File: config.mk
export PLATFORM = sky130hd
export DESIGN_NAME = csc_seq_ctrl
export DESIGN_NICKNAME = d
export VERILOG_FILES = /design/src/rtl/csc_ctrl_pkg.sv /design/src/rtl/vs_edge_det.sv /design/src/rtl/csc_seq_ctrl.sv
export SDC_FILE = /design/constraint.sdc
export NUM_CORES = 1
export LEC_CHECK = 0
export ABC_AREA = 0
export CAP_MARGIN = 20
export CELL_PAD_IN_SITES_DETAIL_PLACEMENT = 1
export CELL_PAD_IN_SITES_GLOBAL_PLACEMENT = 1
export CORE_UTILIZATION = 35
export CTS_CLUSTER_SIZE = 28
export DETAILED_ROUTE_END_ITERATION = 6
export PLACE_DENSITY = 0.77
export RECOVER_POWER = 25
export SLEW_MARGIN = 20
export SYNTH_ARGS = -nofsm -noshare
export SYNTH_HDL_FRONTEND = slang
export SYNTH_SLANG_ARGS = --single-unit
export TNS_END_PERCENT = 100
File: constraint.sdc
create_clock -name CLK_I -period 1.8 [get_ports CLK_I]
set_clock_uncertainty 0.1 [all_clocks]
set_input_delay 0.18 -clock CLK_I [delete_from_list [all_inputs] [get_ports CLK_I]]
set_output_delay 0.18 -clock CLK_I [all_outputs]
set_load 0.01 [all_outputs]
File: src/rtl/csc_ctrl_pkg.sv
// Shared types and color-space codes for the csc sequencing controller.
package csc_ctrl_pkg;

  typedef enum logic [2:0] {
    ST_IDLE     = 3'd0,
    ST_ARMED    = 3'd1,
    ST_FLUSH    = 3'd2,
    ST_RST      = 3'd3,
    ST_WAIT_VSL = 3'd4
  } state_t;

  localparam logic [1:0] CS_RGB    = 2'd0;
  localparam logic [1:0] CS_YUV444 = 2'd1;
  localparam logic [1:0] CS_YUV422 = 2'd2;
  localparam logic [1:0] CS_YUV420 = 2'd3;

endpackage

File: src/rtl/vs_edge_det.sv
// Registers vsync twice; the rising-edge strobe comes from the registered copies,
// so a VS_I edge is seen one cycle after it is first sampled.
module vs_edge_det (
  input  logic clk,
  input  logic rst_n,
  input  logic vs,
  output logic vs_lvl,
  output logic vs_rise
);

  logic vs_q;
  logic vs_qq;

  always_ff @(posedge clk or negedge rst_n) begin
    if (!rst_n) begin
      vs_q  <= 1'b0;
      vs_qq <= 1'b0;
    end else begin
      vs_q  <= vs;
      vs_qq <= vs_q;
    end
  end

  assign vs_lvl  = vs_q;
  assign vs_rise = vs_q & ~vs_qq;

endmodule

File: src/rtl/csc_seq_ctrl.sv
// Applies csc config changes on a frame boundary: wait for vsync, drain, pulse reset,
// then release the DE gate once vsync is low. Requests are only accepted in IDLE.
module csc_seq_ctrl
  import csc_ctrl_pkg::*;
#(
  parameter int  C_PORT_NUM  = 2,
  parameter int  C_FLUSH_CYC = 8,
  parameter int  C_RST_CYC   = 4,
  localparam int PNW         = $clog2(C_PORT_NUM) + 1
) (
  input  logic           CLK_I,
  input  logic           RSTN_I,
  input  logic           CFG_VALID_I,
  output logic           CFG_READY_O,
  input  logic [1:0]     CFG_OSPACE_I,
  input  logic [PNW-1:0] CFG_PORTNUM_I,
  input  logic           VS_I,
  output logic           CSC_RST_O,
  output logic [1:0]     CSC_OSPACE_O,
  output logic [PNW-1:0] CSC_PORTNUM_O,
  output logic           DE_GATE_O,
  output logic           BUSY_O,
  output logic           CFG_ERR_O,
  output logic [15:0]    FRAME_CNT_O
);

  localparam int CNT_MAX = (C_FLUSH_CYC > C_RST_CYC) ? C_FLUSH_CYC : C_RST_CYC;
  localparam int CW      = $clog2(CNT_MAX + 1);
  localparam logic [PNW-1:0] PORT_MAX = PNW'(C_PORT_NUM);

  state_t         state;
  state_t         state_nxt;
  logic [CW-1:0]  cnt;
  logic [1:0]     shd_os;
  logic [PNW-1:0] shd_pn;
  logic [1:0]     cur_os;
  logic [PNW-1:0] cur_pn;
  logic           err_q;
  logic [15:0]    frame_q;

  logic vs_lvl;
  logic vs_rise;
  logic accept;
  logic cfg_bad;
  logic cfg_same;
  logic cfg_load;
  logic flush_done;
  logic rst_done;

  vs_edge_det u_vs_edge_det (
    .clk     (CLK_I),
    .rst_n   (RSTN_I),
    .vs      (VS_I),
    .vs_lvl  (vs_lvl),
    .vs_rise (vs_rise)
  );

  assign accept   = CFG_VALID_I && (state == ST_IDLE);
  // odd port counts cannot carry 4:2:0 chroma pairs beyond a single port
  assign cfg_bad  = (CFG_PORTNUM_I == '0) || (CFG_PORTNUM_I > PORT_MAX) ||
                    ((CFG_OSPACE_I == CS_YUV420) && CFG_PORTNUM_I[0] &&
                     (CFG_PORTNUM_I > PNW'(1)));
  assign cfg_same = (CFG_OSPACE_I == cur_os) && (CFG_PORTNUM_I == cur_pn);
  assign cfg_load = accept && !cfg_bad && !cfg_same;

  assign flush_done = (state == ST_FLUSH) && (cnt == CW'(C_FLUSH_CYC - 1));
  assign rst_done   = (state == ST_RST)   && (cnt == CW'(C_RST_CYC - 1));

  always_ff @(posedge CLK_I or negedge RSTN_I) begin
    if (!RSTN_I) begin
      state <= ST_RST;
    end else begin
      state <= state_nxt;
    end
  end

  always_comb begin
    state_nxt = state;
    case (state)
      ST_IDLE:     if (cfg_load)   state_nxt = ST_ARMED;
      ST_ARMED:    if (vs_rise)    state_nxt = ST_FLUSH;
      ST_FLUSH:    if (flush_done) state_nxt = ST_RST;
      ST_RST:      if (rst_done)   state_nxt = ST_WAIT_VSL;
      ST_WAIT_VSL: if (!vs_lvl)    state_nxt = ST_IDLE;
      default:                     state_nxt = ST_RST;
    endcase
  end

  always_comb begin
    CFG_READY_O = (state == ST_IDLE);
    BUSY_O      = (state != ST_IDLE);
    CSC_RST_O   = (state == ST_RST);
    DE_GATE_O   = (state == ST_FLUSH) || (state == ST_RST) || (state == ST_WAIT_VSL);
  end

  // phase counter restarts on every state change so each phase is timed from zero
  always_ff @(posedge CLK_I or negedge RSTN_I) begin
    if (!RSTN_I) begin
      cnt <= '0;
    end else if (state_nxt != state) begin
      cnt <= '0;
    end else if ((state == ST_FLUSH) || (state == ST_RST)) begin
      cnt <= cnt + CW'(1);
    end
  end

  always_ff @(posedge CLK_I or negedge RSTN_I) begin
    if (!RSTN_I) begin
      shd_os  <= CS_RGB;
      shd_pn  <= PORT_MAX;
      cur_os  <= CS_RGB;
      cur_pn  <= PORT_MAX;
      err_q   <= 1'b0;
      frame_q <= '0;
    end else begin
      if (cfg_load) begin
        shd_os <= CFG_OSPACE_I;
        shd_pn <= CFG_PORTNUM_I;
      end
      if (flush_done) begin
        cur_os <= shd_os;
        cur_pn <= shd_pn;
      end
      err_q   <= accept && cfg_bad;
      frame_q <= frame_q + 16'(vs_rise);
    end
  end

  assign CSC_OSPACE_O  = cur_os;
  assign CSC_PORTNUM_O = cur_pn;
  assign CFG_ERR_O     = err_q;
  assign FRAME_CNT_O   = frame_q;

endmodule

## Yosys cells after proc, flatten, opt, wreduce, memory -nomap -nowiden

Cells that the tools add are included.

| word-level totals | value |
|---|---|
| register bits after elaboration | 34 |
| output and inout bits | 25 |
| input bits | 8 |

| cells by class | value |
|---|---|
| bitwise operators | 2 |
| reduce and logical (&&, ||, !) cells | 19 |
| equality and inequality tests | 10 |
| multiplexer cells | 8 |
| add/subtract/negate cells | 2 |
| $lt $le $gt $ge | 2 |

Operator list:

| kind | count |
|---|---|
| 16-bit by 1-bit adder with 16-bit output | 1 |
| 3-bit two-way mux | 5 |
| 3-bit one-hot mux with 5 select lines | 1 |
| 1-bit logical AND | 9 |
| 4-bit two-way mux | 2 |
| 3-bit by 2-bit == test with 1-bit output (second input constant) | 2 |
| 4-bit by 1-bit adder with 4-bit output (second input constant) | 1 |
| 2-bit == test | 2 |
| 4-bit by 2-bit == test with 1-bit output (second input constant) | 1 |
| 4-bit by 3-bit == test with 1-bit output (second input constant) | 1 |
| 1-bit logical OR | 4 |
| 3-bit by 1-bit == test with 1-bit output (second input constant) | 1 |
| 3-bit == test (second input constant) | 1 |
| 3-bit logical NOT | 1 |
| 3-bit != test | 1 |
| 3-bit nonzero test | 1 |
| 2-bit == test (second input constant) | 1 |
| 2-bit by 1-bit > comparator with 1-bit output (second input constant) | 1 |
| 2-bit > comparator (second input constant) | 1 |
| 1-bit logical NOT | 2 |
| 2-bit logical NOT | 1 |
| 2-bit nonzero test | 1 |
| 1-bit AND | 1 |
| 1-bit inverter | 1 |

## Longest topological paths before layout

Gate-level depths: netlist (run 1).

| logic depth | value |
|---|---|
| depth in word-level cells | 11 |
| gate-level depth with buffers | 7 |
| depth with buffers taken out | 6 |

## Modules after synthesis

A second synthesis (run 1) with hierarchy kept.

| second synthesis, totals | value |
|---|---|
| cells, all modules | 135 |
| area total of the unflattened synthesis | 1611.5 µm² |

Modules (own cells, without submodules):

| module | seq. area each (µm²) | instances | area an instance (µm²) | cells each |
|---|---|---|---|---|
| csc_seq_ctrl | 805.8 | 1 | 1547.7 | 132 |
| vs_edge_det | 50.0 | 1 | 63.8 | 3 |

## Least setup slack after synthesis (run 1)

No wires, ideal clock.

| timing | value |
|---|---|
| kind | register to register |
| start | register cur_os[1], in the netlist CSC_OSPACE_O[1] |
| end | register cnt[0] |
| stages on the path, launching flop included | 7 |
| period minus slack after synthesis | 1.859 ns |
| setup slack | -0.059 ns |
| arrival time | 1.665 ns |
| path buffers | 1 |
| library setup time | 0.094 ns |
| cell sequence | dfrtp_1 xor2_1 nor4_4 nor3_2 or3_1 buf_2 a211oi_1 |

| between the ends | value |
|---|---|
| cells in the longest elaborated chain, start to end | 8 |

RTL lines:

| item | RTL line | RTL |
|---|---|---|
| from (decl) | csc_seq_ctrl.sv:36 | `logic [1:0] cur_os;` |
| from (signal assigned) | csc_seq_ctrl.sv:121 | `cur_os <= shd_os;` |
| 2-bit == test (*) | csc_seq_ctrl.sv:63 | `assign cfg_same = (CFG_OSPACE_I == cur_os) && (CFG_PORTNUM_I == cur_pn);` |
| 1-bit logical AND (*) | csc_seq_ctrl.sv:63 |  |
| 1-bit logical NOT (*) | csc_seq_ctrl.sv:64 | `assign cfg_load = accept && !cfg_bad && !cfg_same;` |
| 1-bit logical AND (*) | csc_seq_ctrl.sv:64 |  |
| 3-bit two-way mux (*) | csc_seq_ctrl.sv:80 | `ST_IDLE: if (cfg_load) state_nxt = ST_ARMED;` |
| 3-bit one-hot mux with 5 select lines (*) | csc_seq_ctrl.sv:79 | `case (state)` |
| net state_nxt[0] | csc_seq_ctrl.sv:32 | `state_t state_nxt;` |
| 3-bit != test (*) | csc_seq_ctrl.sv:100 | `end else if (state_nxt != state) begin` |
| 4-bit two-way mux or 2-bit nonzero test (tied branches) | -- |  |
| to (signal assigned) | csc_seq_ctrl.sv:103 | `cnt <= cnt + CW'(1);` |
| to (decl) | csc_seq_ctrl.sv:33 | `logic [CW-1:0] cnt;` |

The timed path passes the listed nets; every way through them passes the cells marked *.
A chain may end at the register's enable or synchronous reset.

## Worst setup path after layout (run 1)

| timing | value |
|---|---|
| start | input port CFG_OSPACE_I[1] |
| end | register cnt[3] |

| between the ends | value |
|---|---|
| cells in the longest elaborated chain, start to end | 11 |

RTL lines:

| item | RTL line | RTL |
|---|---|---|
| from (decl) | csc_seq_ctrl.sv:15 | `input logic [1:0] CFG_OSPACE_I,` |
| 2-bit == test | csc_seq_ctrl.sv:61 | `((CFG_OSPACE_I == CS_YUV420) && CFG_PORTNUM_I[0] &&` |
| 1-bit logical AND (2 in a row) | csc_seq_ctrl.sv:61 |  |
| 1-bit logical OR | csc_seq_ctrl.sv:60 | `assign cfg_bad = (CFG_PORTNUM_I == '0) \|\| (CFG_PORTNUM_I > PORT_MAX) \|\|` |
| 1-bit logical NOT | csc_seq_ctrl.sv:64 |  |
| 1-bit logical AND | csc_seq_ctrl.sv:64 |  |
| 1-bit logical AND (*) | csc_seq_ctrl.sv:64 |  |
| 3-bit two-way mux (*) | csc_seq_ctrl.sv:80 |  |
| 3-bit one-hot mux with 5 select lines (*) | csc_seq_ctrl.sv:79 |  |
| 3-bit != test (*) | csc_seq_ctrl.sv:100 |  |
| 4-bit two-way mux or 2-bit nonzero test (tied branches) | -- |  |

Every way passes the cells marked *; elsewhere a longest branch is shown, timed or not.

==> results of run 1 <==
cells by family after synthesis:
| group | Yosys count |
|---|---|
| AND/OR/NAND/NOR | 41 |
| flip-flops | 34 |
| XOR/XNOR | 22 |
| AO/OA/AOI/OAI | 11 |
| multiplexers | 9 |
| buffers and inverters | 7 |
| adder cells (fa/ha/maj) | 3 |
area by class of cell:
type	instances	area, um2	area share (%)
well taps	50	62.6	2.85
repair buffers	54	472	21.5
flip-flops and latches	34	856	39.0
inverters	4	15.0	0.685
clock buffers	8	80.1	3.65
multi-input cells	86	708	32.3
stage by stage:
step,std cells,util (%),power (mW)
floorplan,127,-,1.64
global placement,223,49.6,2.11
detailed placement,223,49.6,2.18
CTS,235,53.1,2.84
global route,236,53.7,3.03
finish,236,53.7,2.84
worst max-delay path by stage:
stage               slack (ns)                          from                 end
floorplan                -0.06  CSC_PORTNUM_O[0]$_DFFE_PN0P_  cnt[0]$_DFFE_PN0P_
global placement         -0.25              CFG_PORTNUM_I[0]  cnt[3]$_DFFE_PN0P_
detailed placement       -0.32              CFG_PORTNUM_I[0]  cnt[1]$_DFFE_PN0P_
CTS                       0.01   CSC_OSPACE_O[1]$_DFFE_PN0P_  cnt[1]$_DFFE_PN0P_
global route             -0.04   CSC_OSPACE_O[1]$_DFFE_PN0P_  cnt[1]$_DFFE_PN0P_
finish                    0.01               CFG_OSPACE_I[1]  cnt[3]$_DFFE_PN0P_
sequential cells by signal (all words and copies together) (netlist names):
name	flops
CSC_OSPACE_O	2
cnt	4
CFG_ERR_O	1
u_vs_edge_det.vs_qq	1
shd_pn	2
state	3
u_vs_edge_det.vs_lvl	1
shd_os	2
FRAME_CNT_O	16
CSC_PORTNUM_O	2
placed cells by master, fill, tap and decap left out, types with 3 or more instances in the layout:
cell              n
dfrtp_1          30
clkdlybuf4s50_1  26
buf_4            20
xnor2_1          13
nand2_1          10
xor2_1            8
nand3_1           6
nor2_1            6
mux2_2            6
clkbuf_8          5
dfstp_2           4
a211oi_2          4
clkbuf_1          4
and3_1            3
nand4_1           3
mux2i_1           3
inv_1             3
where the power goes:
group	internal, mW	total, mW	leakage [nW]	switching [mW]
clock network	0.274	0.531	0.0395	0.257
registers	0.986	1.15	0.437	0.160
logic	0.617	1.17	0.499	0.549
total	1.88	2.84	0.975	0.966
per-layer routing:
layer | wire (um) | global-route usage (%)
met1 | 1590 | 21.2
met2 | 1920 | 32.4
met3 | 185 | 5.83
met4 | 42 | 7.55
met5 | 0 | 0
timing repair:
item,4_1_cts,5_1_grt
setup buffers,4,1
setup endpoints to repair,8,15
hold endpoints to repair,0,0
resized for setup,13,9
pin swaps,2,7
worst reg2reg max path: stages (launching register included):
cell	delay, ns
dfrtp_1	0.41
xor2_2	0.17
nor4_4	0.31
nor3_4	0.06
or3_4	0.43
a211oi_2	0.21
==> metrics.cfg, run 1 <==
[synthesis]
muxShareOfSynthArea_pct = 6.40
synth_compound_area_share_pct = 5.17
yosys.area_share.simple_pct = 15.4
syn_area_um2 = 1520
synth_top_family_by_area = simple AND/OR/NAND/NOR gates
postSynthCellCount = 127
synthMostInstantiatedCell = dfrtp_1
ys_warn_count = 0
synth_seq_area_share_pct = 56.2
yosysTopAreaCell = dfrtp_1
synth_fp_nets = 138
ys_seq_elements = 34
async_flop_share_pct = 100
synthFlopType = dfrtp_1
synthAdderAreaFrac_pct = 2.46
syn_area_per_cell_um2 = 12.0
synth_area_leaders = dfrtp_1, xnor2_1, dfstp_2, xor2_1, mux2_2
synth-edff-count = 0
yosys-top-cells-count = dfrtp_1, xnor2_1, nand2_1, xor2_1
synth-xor-area-share_pct = 12.6
yosys.area.top_type_share_pct = 49.3
synth.distinct_cells = 32

[clock_network]
clkLatencyLatePin_ns = 0.29
clock_sinks = 34
clock_path_buffers = 2
clkTransAtPathRegs_ns = 0.06
htreeDepth = 2
cts_tree = yes
root_buffer = clkbuf_8
cts_hold_buf = 0
cts_buffers = 5

[sta]
slew_headroom_pct = 43.9
fin_crit_sh_pct = 99.3
finalHoldViolations = 0
max_freq_mhz = 559
tightestPinTransition_ns = 0.842
min_period_ns = 1.79
fin_ws_ns = 0.0124
setup_viol = 0
rsz0062_at_grt = true
maxSlewViolCount = 0
hold-worst-slack_ns = 0.353
finalSetupTns_ns = 0

[placed_design]
port_buffers = 32
place_ws_ns = -0.317
dpl_cell_area_um2 = 2030
place_hpwl_mm = 2.60
gp_congestion = 0.796

[cells_and_area]
area_delta_synth_final_pct = 43.9
fill_cells = 430
drive_above_1_share_pct = 28.5
nets = 196
n_antenna_cell = 0
design_area_um2 = 2190

[floorplanning]
io_pins = 33
die_w_um = 68.0
rows = 23
die_h_um = 68.0
dieArea_um2 = 4620
core_um2 = 4090
initial_utilization_pct = 37.3

[min_path]
min_from = VS_I
whs_endpoint = u_vs_edge_det.vs_lvl$_DFF_PN0_
whs_path_depth = 1
hold_path.class = primary input to register

[critical_path]
crit_cells = 6
crit_chain = clkdlybuf4s50_1 -> xor2_2 -> nor4_4 -> nor3_4 -> or3_4 -> a211oi_2
cp_top_family = simple AND/OR/NAND/NOR gates
crit_buf_inv = 1
critPathSlowestCell = clkdlybuf4s50_1
start_kind = primary input
path_class = primary input to register
ff2ff_path_depth = 5
cp_slowest_stage_delay_ns = 0.48
cp.arrival_ns = 1.89
r2r_start = CSC_OSPACE_O[1]$_DFFE_PN0P_
critPathMaxFanout = 5
crit_required_ns = 1.90
regToRegEndpoint = cnt[3]$_DFFE_PN0P_
end_kind = register
r2r_slack_ns = 0.02

[run_status]
status = finished clean

[route]
vias_per_cell = 4.90
drtIter0Drc = 35
postRouteAntennaNets = 0
drc = 0
vias = 1157
first_pass_iters = 4
drt-total-wl_mm = 3.75
drt-wirelength-per-cell_um = 15.9

[flow_run]
maxCapViolations = 0

[global_route]
grt_max_degree = 35
grt-ovfl-total = 0
grt_pass1_vias = 1310
antenna_found_initial = 0
grt_pass1_wl_mm = 6.14
grtUsageTotal_pct = 18.7

[power_and_ir_drop]
peakVddDrop_mv = 0.748
power_density_nw_per_um2 = 1300
p_leak_nw = 0.975

Power figures use the tool's default switching activity.
==> run 2: changes to the inputs <==
--- a/config.mk
+++ b/config.mk
@@ -9,6 +9,7 @@
 export CAP_MARGIN = 20
 export CELL_PAD_IN_SITES_DETAIL_PLACEMENT = 1
 export CELL_PAD_IN_SITES_GLOBAL_PLACEMENT = 1
+export CORE_MARGIN = 2
 export CORE_UTILIZATION = 35
 export CTS_CLUSTER_SIZE = 28
 export DETAILED_ROUTE_END_ITERATION = 6
==> run 2 against run 1 <==
Against the previous run:
- cell count fell by 0.42%
- clock power increased by 9.8%
- non-clock buffer count decreased by 1
- hold slack better by 0.012 ns
- die area grew 6.0%
- core utilization is 0.34 points higher
- sequential cell count unchanged
- sequential power barely moved
==> metrics.cfg, run 2 (synthesized netlist as in run 1, its figures left out) <==
[run_status]
status = finished clean

[floorplanning]
core_um2 = 4090  ; unchanged
initial_utilization_pct = 37.3  ; unchanged
die_h_um = 70.0  ; +2.9%
io_pins = 33  ; unchanged
rows = 23  ; unchanged
die_w_um = 70.0  ; +2.9%
dieArea_um2 = 4900  ; +6.0%

[cells_and_area]
fin_cells = 235  ; -0.42%
nets = 195  ; -0.51%
area_delta_synth_final_pct = 44.8
drive_above_1_share_pct = 29.7  ; +1.2 points
fill_cells = 430  ; unchanged
largest_reg_flops = 16  ; unchanged
layout_commonest_cell = dfrtp_1
final_cell_mix = dfrtp_1, clkdlybuf4s50_1, buf_4
design_area_um2 = 2210  ; +0.63%
n_antenna_cell = 0  ; unchanged

[critical_path]
crit_required_ns = 1.90  ; about the same
ff2ff_path_depth = 5  ; unchanged
critPathMaxFanout = 5  ; unchanged
crit_buf_inv = 0  ; -1
path_class = register to register
end_kind = register
critPathSlowestCell = or3_4
cp_slowest_stage_delay_ns = 0.41  ; -0.07 ns
start_kind = register
cp_top_family = simple AND/OR/NAND/NOR gates
cp.arrival_ns = 1.88  ; about the same
crit_cells = 5  ; -1
crit_chain = xor2_1 -> nor4_4 -> nor3_4 -> or3_4 -> a211oi_2

[clock_network]
cts_tree = yes
clock_path_buffers = 2  ; unchanged
root_buffer = clkbuf_8
cts_buffers = 5  ; unchanged
cts_hold_buf = 0  ; unchanged
clock_sinks = 34  ; unchanged
htreeDepth = 2  ; unchanged
clkTransAtPathRegs_ns = 0.07  ; about the same
clkLatencyLatePin_ns = 0.28  ; about the same

[min_path]
hold_path.class = primary input to register
whs_path_depth = 1  ; unchanged

[power_and_ir_drop]
p_leak_nw = 0.979  ; +0.40%
power_density_nw_per_um2 = 1310  ; +1.3%
peakVddDrop_mv = 0.664  ; -11%

[global_route]
grt_pass1_vias = 1319  ; +0.69%
grtUsageTotal_pct = 17.2  ; -1.5 points
grt_pass1_wl_mm = 6.58  ; +7.1%
grt_max_degree = 35  ; unchanged
antenna_found_initial = 0  ; unchanged
grt-ovfl-total = 0  ; unchanged

[route]
vias = 1197  ; +3.5%
first_pass_iters = 4  ; unchanged
drtIter0Drc = 40  ; +14%
postRouteAntennaNets = 0  ; unchanged
drc = 0  ; unchanged
drt-wirelength-per-cell_um = 16.4  ; +3.5%
drt-total-wl_mm = 3.86  ; +3.0%
vias_per_cell = 5.09  ; +3.9%

[sta]
slew_headroom_pct = 45.3  ; +1.5 points
max_freq_mhz = 562  ; +0.52%
tightestPinTransition_ns = 0.820  ; -0.0218 ns
setup_viol = 0  ; unchanged
rsz0062_at_grt = true
hold-worst-slack_ns = 0.366  ; +0.0124 ns
maxSlewViolCount = 0  ; unchanged
finalHoldViolations = 0  ; unchanged
fin_crit_sh_pct = 98.8  ; -0.51 points
min_period_ns = 1.78  ; -0.00917 ns

[placed_design]
place_hpwl_mm = 2.73  ; +5.2%
dpl_cell_area_um2 = 2030  ; unchanged
gp_congestion = 0.808  ; +1.5%
dp_cells = 223  ; unchanged
port_buffers = 32  ; unchanged

[flow_run]
maxCapViolations = 0  ; unchanged

run 2: cell count changes in the layout (fill, tap and decap cells not counted), sizes merged:
cell           previous run  this run
buf                      20        19
clkbuf                   11        10
clkdlybuf4s15             1         0
clkinv                    0         1
dlygate4sd2               2         3
run 2: final timing paths:
kind / startpoint / end / slack (ns)
max: CSC_PORTNUM_O[0]$_DFFE_PN0P_ / cnt[0]$_DFFE_PN0P_ / 0.02
max in group asynchronous: RSTN_I / shd_os[0]$_DFFE_PN0P_ / 0.66
min in group asynchronous: RSTN_I / cnt[1]$_DFFE_PN0P_ / 0.42
min reg2reg: FRAME_CNT_O[15]$_DFF_PN0_ / FRAME_CNT_O[15]$_DFF_PN0_ / 0.38
min: VS_I / u_vs_edge_det.vs_lvl$_DFF_PN0_ / 0.37
max reg2reg: CSC_PORTNUM_O[0]$_DFFE_PN0P_ / cnt[0]$_DFFE_PN0P_ / 0.02
run 2: what timing repair did:
action                     in CTS  in global routing
resized for setup              15                  8
setup endpoints to repair      11                 12
buffers inserted                3                  1
pin swaps                       5                  2
hold endpoints to repair        0                  0
gates cloned                    0                  0
run 2: routing by layer:
metal	track usage, %	part of all wire [%]	vias to the layer above
met4	6.84	1.9	0
met1	20.9	41	608
met3	5.63	5.3	8
li1	-	-	546
met5	0	0	-
met2	28.0	52	35
run 2: layout make-up:
cell class	count	area, um2	area share [%]
clock buffer	7	86.3	3.91
clock inverter	1	5.00	0.227
inverter	4	15.0	0.680
multi-input combinational	86	719	32.6
sequential	34	856	38.8
tap	50	62.6	2.83
timing repair buffer	53	463	21.0
run 2: stage by stage:
| step | total power, mW | util (%) | setup TNS [ns] | worst slack [ns] |
|---|---|---|---|---|
| floorplan | 1.64 | - | -0.329 | -0.0573 |
| finish | 2.90 | 54.0 | 0 | 0.0216 |
| detailed placement | 2.19 | 49.6 | -1.73 | -0.373 |
| global route | 3.09 | 54.0 | -0.273 | -0.0865 |
| CTS | 2.90 | 53.5 | -0.0629 | -0.0421 |
| global placement | 2.11 | 49.6 | -1.36 | -0.250 |
run 2: power by group:
part           leakage [nW]  internal, mW  switching [mW]
Clock                0.0482         0.308           0.274
Sequential            0.437         0.986           0.182
Combinational         0.494         0.605           0.542
Total                 0.979          1.90           0.998
